<file path="src/rtl/rd_scoreboard_if.sv">
// ---------------------------------------------------------------------------
// rd_scoreboard_if
// Handshake bundle between the decoder / multi-cycle units (master side) and
// the issue scoreboard (slave side).
//   id_valid     decoded instruction present
//   id_ready     instruction may issue this cycle (driven by the scoreboard)
//   id_rs1/rs2/rd         register indices from decode
//   id_rs1/rs2/rd_idx_0   operand unused or x0 (decode-qualified)
//   id_rd_w_en   instruction writes rd
//   id_fu        target unit: 0 EXU, 1 MEM, 2 MUL, 3 DIV
//   id_serialize SYSTEM instruction, issues only when fully drained
//   wb_valid     a multi-cycle unit completes
//   wb_fu        completing unit (1..3)
//   wb_rd        completing destination (0 = no register write)
// ---------------------------------------------------------------------------
interface rd_scoreboard_if;
    logic       id_valid;
    logic       id_ready;
    logic [4:0] id_rs1;
    logic [4:0] id_rs2;
    logic [4:0] id_rd;
    logic       id_rs1_idx_0;
    logic       id_rs2_idx_0;
    logic       id_rd_idx_0;
    logic       id_rd_w_en;
    logic [1:0] id_fu;
    logic       id_serialize;
    logic       wb_valid;
    logic [1:0] wb_fu;
    logic [4:0] wb_rd;

    modport master (
        output id_valid, id_rs1, id_rs2, id_rd,
        output id_rs1_idx_0, id_rs2_idx_0, id_rd_idx_0,
        output id_rd_w_en, id_fu, id_serialize,
        output wb_valid, wb_fu, wb_rd,
        input  id_ready
    );

    modport slave (
        input  id_valid, id_rs1, id_rs2, id_rd,
        input  id_rs1_idx_0, id_rs2_idx_0, id_rd_idx_0,
        input  id_rd_w_en, id_fu, id_serialize,
        input  wb_valid, wb_fu, wb_rd,
        output id_ready
    );
endinterface

</file>
<file path="src/rtl/rd_scoreboard.sv">
// ---------------------------------------------------------------------------
// rd_scoreboard
// Issue-stage scheduler. Tracks integer registers awaiting a result from a
// multi-cycle unit (MEM, MUL, DIV) and which of those units are occupied.
// A decoded instruction is held (id_ready=0) on RAW, WAW, unit-busy or
// serialization hazards; on issue its destination is marked busy.
// Ports:
//   clk, rst_n   clock, asynchronous active-low reset
//   sb           rd_scoreboard_if.slave handshake bundle
//   busy_vec     registered busy bit per register (bit 0 always 0)
//   drained      no busy register and no occupied unit (registered state)
//   stall_cnt    cycles with id_valid=1 and id_ready=0 (wrapping)
//   wb_err       sticky: completion for an unoccupied unit / idle register
// ---------------------------------------------------------------------------
module rd_scoreboard (
    input  logic             clk,
    input  logic             rst_n,
    rd_scoreboard_if.slave   sb,
    output logic [31:0]      busy_vec,
    output logic             drained,
    output logic [31:0]      stall_cnt,
    output logic             wb_err
);

    logic [31:1] busy_reg;
    logic [31:1] busy_next;
    logic [3:1]  occ_reg;
    logic [3:1]  occ_next;
    logic [31:0] stall_cnt_reg;
    logic        wb_err_reg;

    // Register 0 and the EXU slot are hard-wired idle.
    logic [31:0] busy_cur;
    logic [3:0]  occ_cur;
    assign busy_cur = {busy_reg, 1'b0};
    assign occ_cur  = {occ_reg, 1'b0};

    // One-hot decode of completion and issue targets.
    logic [31:0] wb_rd_hit;
    logic [31:1] id_rd_hit;
    logic [3:0]  wb_fu_hit;
    logic [3:1]  id_fu_hit;

    genvar gi;
    generate
        for (gi = 0; gi < 32; gi++) begin : g_wb_rd
            assign wb_rd_hit[gi] = sb.wb_valid && (sb.wb_rd == 5'(gi));
        end
        for (gi = 1; gi < 32; gi++) begin : g_id_rd
            assign id_rd_hit[gi] = (sb.id_rd == 5'(gi));
        end
        for (gi = 0; gi < 4; gi++) begin : g_wb_fu
            assign wb_fu_hit[gi] = sb.wb_valid && (sb.wb_fu == 2'(gi));
        end
        for (gi = 1; gi < 4; gi++) begin : g_id_fu
            assign id_fu_hit[gi] = (sb.id_fu == 2'(gi));
        end
    endgenerate

    // Effective state: a same-cycle completion already frees its register
    // and unit, which gives zero-cycle wakeup of dependent instructions.
    logic [31:0] busy_e;
    logic [3:0]  occ_e;
    assign busy_e = busy_cur & ~wb_rd_hit;
    assign occ_e  = occ_cur & ~wb_fu_hit;

    logic haz_raw;
    logic haz_waw;
    logic haz_struct;
    logic haz_ser;
    logic ready_int;
    logic issue;
    logic set_busy;

    assign haz_raw    = (~sb.id_rs1_idx_0 & busy_e[sb.id_rs1]) |
                        (~sb.id_rs2_idx_0 & busy_e[sb.id_rs2]);
    assign haz_waw    = sb.id_rd_w_en & ~sb.id_rd_idx_0 & busy_e[sb.id_rd];
    assign haz_struct = occ_e[sb.id_fu];
    assign haz_ser    = sb.id_serialize & ((|busy_e) | (|occ_e));

    // Deliberately independent of id_valid so the decoder can look ahead.
    assign ready_int   = ~(haz_raw | haz_waw | haz_struct | haz_ser);
    assign sb.id_ready = ready_int;

    assign issue    = sb.id_valid & ready_int;
    // Only multi-cycle units own a destination; EXU results are forwarded.
    assign set_busy = issue & (sb.id_fu != 2'd0) & sb.id_rd_w_en & ~sb.id_rd_idx_0;

    // Set is OR-ed after the clear, so a new owner wins over a same-cycle
    // completion of the previous owner.
    generate
        for (gi = 1; gi < 32; gi++) begin : g_busy_next
            assign busy_next[gi] = (busy_reg[gi] & ~wb_rd_hit[gi]) |
                                   (set_busy & id_rd_hit[gi]);
        end
        for (gi = 1; gi < 4; gi++) begin : g_occ_next
            assign occ_next[gi] = (occ_reg[gi] & ~wb_fu_hit[gi]) |
                                  (issue & id_fu_hit[gi]);
        end
    endgenerate

    // Protocol checks use registered state, before any same-cycle set.
    logic wb_bad;
    assign wb_bad = sb.wb_valid &
                    ((sb.wb_fu == 2'd0) | ~occ_cur[sb.wb_fu] |
                     ((sb.wb_rd != 5'd0) & ~busy_cur[sb.wb_rd]));

    always_ff @(posedge clk or negedge rst_n) begin
        if (!rst_n) begin
            busy_reg      <= '0;
            occ_reg       <= '0;
            stall_cnt_reg <= '0;
            wb_err_reg    <= 1'b0;
        end else begin
            busy_reg <= busy_next;
            occ_reg  <= occ_next;
            if (sb.id_valid && !ready_int) begin
                stall_cnt_reg <= stall_cnt_reg + 32'd1;
            end
            if (wb_bad) begin
                wb_err_reg <= 1'b1;
            end
        end
    end

    assign busy_vec  = busy_cur;
    assign drained   = ~(|busy_reg) & ~(|occ_reg);
    assign stall_cnt = stall_cnt_reg;
    assign wb_err    = wb_err_reg;

endmodule
</file>
<file path="src/flat_wrapper.sv">
// flat-port wrapper written by rule: the top's interface ports become plain ports
module rd_scoreboard_flat 
  (clk, rst_n, busy_vec, drained, stall_cnt, wb_err, sb_id_valid, sb_id_rs1, sb_id_rs2, sb_id_rd, sb_id_rs1_idx_0, sb_id_rs2_idx_0, sb_id_rd_idx_0, sb_id_rd_w_en, sb_id_fu, sb_id_serialize, sb_wb_valid, sb_wb_fu, sb_wb_rd, sb_id_ready);
  rd_scoreboard_if sb_i ();
  input  logic clk;
  input  logic rst_n;
  output logic [31:0] busy_vec;
  output logic drained;
  output logic [31:0] stall_cnt;
  output logic wb_err;
  input wire logic [$bits(sb_i.id_valid)-1:0] sb_id_valid;
  input wire logic [$bits(sb_i.id_rs1)-1:0] sb_id_rs1;
  input wire logic [$bits(sb_i.id_rs2)-1:0] sb_id_rs2;
  input wire logic [$bits(sb_i.id_rd)-1:0] sb_id_rd;
  input wire logic [$bits(sb_i.id_rs1_idx_0)-1:0] sb_id_rs1_idx_0;
  input wire logic [$bits(sb_i.id_rs2_idx_0)-1:0] sb_id_rs2_idx_0;
  input wire logic [$bits(sb_i.id_rd_idx_0)-1:0] sb_id_rd_idx_0;
  input wire logic [$bits(sb_i.id_rd_w_en)-1:0] sb_id_rd_w_en;
  input wire logic [$bits(sb_i.id_fu)-1:0] sb_id_fu;
  input wire logic [$bits(sb_i.id_serialize)-1:0] sb_id_serialize;
  input wire logic [$bits(sb_i.wb_valid)-1:0] sb_wb_valid;
  input wire logic [$bits(sb_i.wb_fu)-1:0] sb_wb_fu;
  input wire logic [$bits(sb_i.wb_rd)-1:0] sb_wb_rd;
  output wire logic [$bits(sb_i.id_ready)-1:0] sb_id_ready;
  assign sb_i.id_valid = sb_id_valid;
  assign sb_i.id_rs1 = sb_id_rs1;
  assign sb_i.id_rs2 = sb_id_rs2;
  assign sb_i.id_rd = sb_id_rd;
  assign sb_i.id_rs1_idx_0 = sb_id_rs1_idx_0;
  assign sb_i.id_rs2_idx_0 = sb_id_rs2_idx_0;
  assign sb_i.id_rd_idx_0 = sb_id_rd_idx_0;
  assign sb_i.id_rd_w_en = sb_id_rd_w_en;
  assign sb_i.id_fu = sb_id_fu;
  assign sb_i.id_serialize = sb_id_serialize;
  assign sb_i.wb_valid = sb_wb_valid;
  assign sb_i.wb_fu = sb_wb_fu;
  assign sb_i.wb_rd = sb_wb_rd;
  assign sb_id_ready = sb_i.id_ready;
  rd_scoreboard u_core (.clk(clk), .rst_n(rst_n), .sb(sb_i), .busy_vec(busy_vec), .drained(drained), .stall_cnt(stall_cnt), .wb_err(wb_err));
endmodule
</file>
<file path="config.mk">
export PLATFORM = sky130hd
export DESIGN_NAME = rd_scoreboard_flat
export DESIGN_NICKNAME = d
export VERILOG_FILES = /design/src/rtl/rd_scoreboard_if.sv /design/src/rtl/rd_scoreboard.sv /design/src/flat_wrapper.sv
export SDC_FILE = /design/constraint.sdc
export NUM_CORES = 1
export LEC_CHECK = 0
export ABC_AREA = 1
export BUFFER_PORTS_ARGS = -buffer_cell sky130_fd_sc_hd__clkbuf_2
export CAP_MARGIN = 10
export CELL_PAD_IN_SITES_DETAIL_PLACEMENT = 1
export CELL_PAD_IN_SITES_GLOBAL_PLACEMENT = 1
export CORE_MARGIN = 4
export CORE_UTILIZATION = 30
export CTS_CLUSTER_SIZE = 8
export DETAILED_ROUTE_END_ITERATION = 12
export MAX_ROUTING_LAYER = met4
export PLACE_DENSITY_LB_ADDON = 0.1
export SLEW_MARGIN = 20
export SYNTH_ARGS = -nofsm -noshare
export SYNTH_HDL_FRONTEND = slang
export SYNTH_SLANG_ARGS = --single-unit
</file>
<file path="constraint.sdc">
create_clock -name clk -period 4.3 [get_ports clk]
set_input_delay 0.86 -clock clk [delete_from_list [all_inputs] [get_ports clk]]
set_output_delay 0.86 -clock clk [all_outputs]
set_load 0.005 [all_outputs]
</file>
==> impl_metrics.ini <==
[status]
status = finished, final reports clean

[timing]
maxSlewViolCount = 0
tns_ns = 0
slew_headroom_pct = 37.4
rsz0062_at_grt = false
fin_skew_ns = 0.0112
tightest_slew_ns = 0.938
fin_crit_sh_pct = 89.0
fin_crit_ns = 3.83
finalSetupViolations = 0
finalHoldViolCount = 0
max_clock_freq_ghz = 0.261

[floorplan]
die_x_um = 143
dieArea_um2 = 20300
num_rows = 48
die_y_um = 143
start_util_pct = 31.0
io_pins = 100
core_area_um2 = 17500

[placed_design]
dp_hpwl_um = 19000
port-buffer-count = 98
placed_cells = 1178
placed_area_um2 = 6120
gp_congestion = 0.948

[global_route]
grt_max_degree = 68
grt_pass1_wl_um = 38400
grt-ovfl-total = 0
grt_antenna_before_repair = 0
track_usage_pct = 25.0
grt_pass1_vias = 6303

[min_path]
hp-class = register to register

[critical_path]
worst_path_dominant_cell_family = simple AND/OR/NAND/NOR gates
arrival_ns = 2.97
crit_buf_inv = 4
rrSetupSlack_ns = 1.96
slowest_delay_ns = 0.34
slowest_stage = nor2_4
worstSetupStartpointType = primary input
path_cells = clkbuf_2, inv_1, nor2_4, nand3_1, nand2_1, nand2_1, nor2_1, nand2_1, nor2_1, nand3_1, nand2_1, nand2_1, a21oi_2, nand3_2, inv_1, clkbuf_2
crit_fanout = 15
critPathMostFrequentCell = nand2_1
path_class = primary input to output port
cp-end-kind = output port
critical_path_required_ns = 3.44

[layout]
fin_nets = 998
layoutNonFillerInstCount = 1194
largest_reg_flops = 32
drive_above_1_share_pct = 14.2
design_area_um2 = 6420
diodes = 0
area_delta_synth_final_pct = 18.1

[logic_synthesis]
synth_fp_nets = 907
yosys.cell_types.count = 34
ys_warn_count = 0
ys_seq_elements = 67
yosysSeqAreaShare_pct = 30.8
synthesis.area_um2 = 5440
synth.avg_cell_area_um2 = 6.23
synthCells = 873

[clock_network]
htree_levels = 3
clockRootBuffer = clkbuf_16
clock_path_buffers = 2
insertion_delay_ns = 0.34
clk_pin_slew_ns = 0.06
cts_made_buffers = 9
holdBufCountCts = 0
cts_tree = yes
cts-resized-gates = 0
clock_sinks = 67
cts_setup_buffers = 0

[power]
peakVddDrop_v = 0.000205
power_density_nw_per_um2 = 329
p_leak_nw = 3.33
finalPower_mw = 2.12

[route]
first_pass_iters = 5
ant_nets = 0
routed_wl_um = 24700
dr.first_iter.drc_count = 911
via_per_inst = 5.48
dr_total_vias = 6539
drc_errors = 0
routedWlPerCell_um = 20.7

[run]
drv_cap = 0
## placed cells by master, fill, tap and decap left out, types with 6 or more instances in the layout
cell       count
nand3_1      186
nor2_1        72
xnor2_1        9
nand2_1      306
clkbuf_16      9
xor2_1        21
nand4_1        7
buf_4         11
o21ai_0        6
a22oi_1       13
clkbuf_2      97
dfrtp_1       67
nor3_1        39
a21oi_1        9
inv_1         70
nor4_1        13
## cell usage after synthesis, drive strengths merged
master | count | area [µm²]
clkinv | 1 | 3.75
a21oi | 11 | 58.8
o21ai | 6 | 30.0
a211oi | 1 | 7.51
nor3 | 39 | 195
a22oi | 13 | 97.6
nand3b | 2 | 15.0
buf | 19 | 160
ha | 1 | 12.5
nor3b | 2 | 15.0
a221oi | 2 | 17.5
nand3 | 188 | 951
nand2 | 307 | 1150
clkbuf | 10 | 37.5
xor2 | 21 | 184
nor2 | 77 | 317
nor4b | 1 | 8.76
inv | 73 | 274
conb | 1 | 3.75
xnor2 | 9 | 78.8
a21o | 1 | 7.51
and3 | 1 | 6.26
dfrtp | 67 | 1680
nand4 | 7 | 43.8
nor4 | 13 | 81.3
## kinds of logic after synthesis
kind of cell / after synthesis / synth area share (%)
simple gates: 637 / 51.3
buf+inv: 103 / 8.74
flops: 67 / 30.8
compound gates: 34 / 4.03
xor+xnor: 30 / 4.83
fa+ha+maj: 1 / 0.230
other cells: 1 / 0.0690
## path summary, 6_finish.rpt
path                                               endpoint                            start  cells past startpoint
setup / recovery                                sb_id_ready                      sb_wb_valid                     16
hold / removal                    u_core.wb_err$_DFFE_PN0P_        u_core.wb_err$_DFFE_PN0P_                      1
setup reg to reg           u_core.stall_cnt[24]$_DFFE_PN0P_  u_core.stall_cnt[0]$_DFFE_PN0P_                     12
hold reg to reg                   u_core.wb_err$_DFFE_PN0P_        u_core.wb_err$_DFFE_PN0P_                      1
max in group asynchronous         u_core.wb_err$_DFFE_PN0P_                            rst_n                      1
min in group asynchronous     u_core.busy_reg[18]$_DFF_PN0_                            rst_n                      1
## routing by layer
metal  GRT usage (%)  wire length [µm]  share of wire, %
met5               -                 0                 0
met4            5.90               469               1.9
met3            5.19              1990               8.1
met2            33.6             10200                41
met1            38.0             12000                49
## power breakdown
group | internal [mW] | switching (mW)
logic | 0.190 | 0.378
registers | 0.687 | 0.0994
clock network | 0.452 | 0.309
total | 1.33 | 0.787
## metrics by stage
stage / hold WS, ns / util, % / worst slack (ns)
after floorplan: 0.451 / - / 1.27
after global placement: 0.449 / 34.9 / 0.485
after detailed placement: 0.449 / 34.9 / 0.504
after CTS: 0.463 / 36.6 / 0.503
after global routing: 0.509 / 36.6 / 0.294
final: 0.465 / 36.6 / 0.474
## final cells by class
cell class,instances,area (µm²)
Inverter,74,278
Fill cell,2383,11100
Tap cell,225,282
Timing Repair Buffer,109,588
Clock inverter,7,76.3
Sequential cell,67,1680
Multi-Input combinational cell,703,3300
Clock buffer,9,225
## worst reg2reg max path: stages, from the launching register on
cell     delay [ns]
dfrtp_1        0.40
ha_1           0.21
inv_1          0.09
nor3_1         0.26
inv_1          0.14
nor2_1         0.19
inv_1          0.12
nor2_1         0.17
inv_1          0.11
nor3_1         0.28
xor2_1         0.17
nand2_1        0.06
nand2_1        0.07
Power figures use the tool's default switching activity.
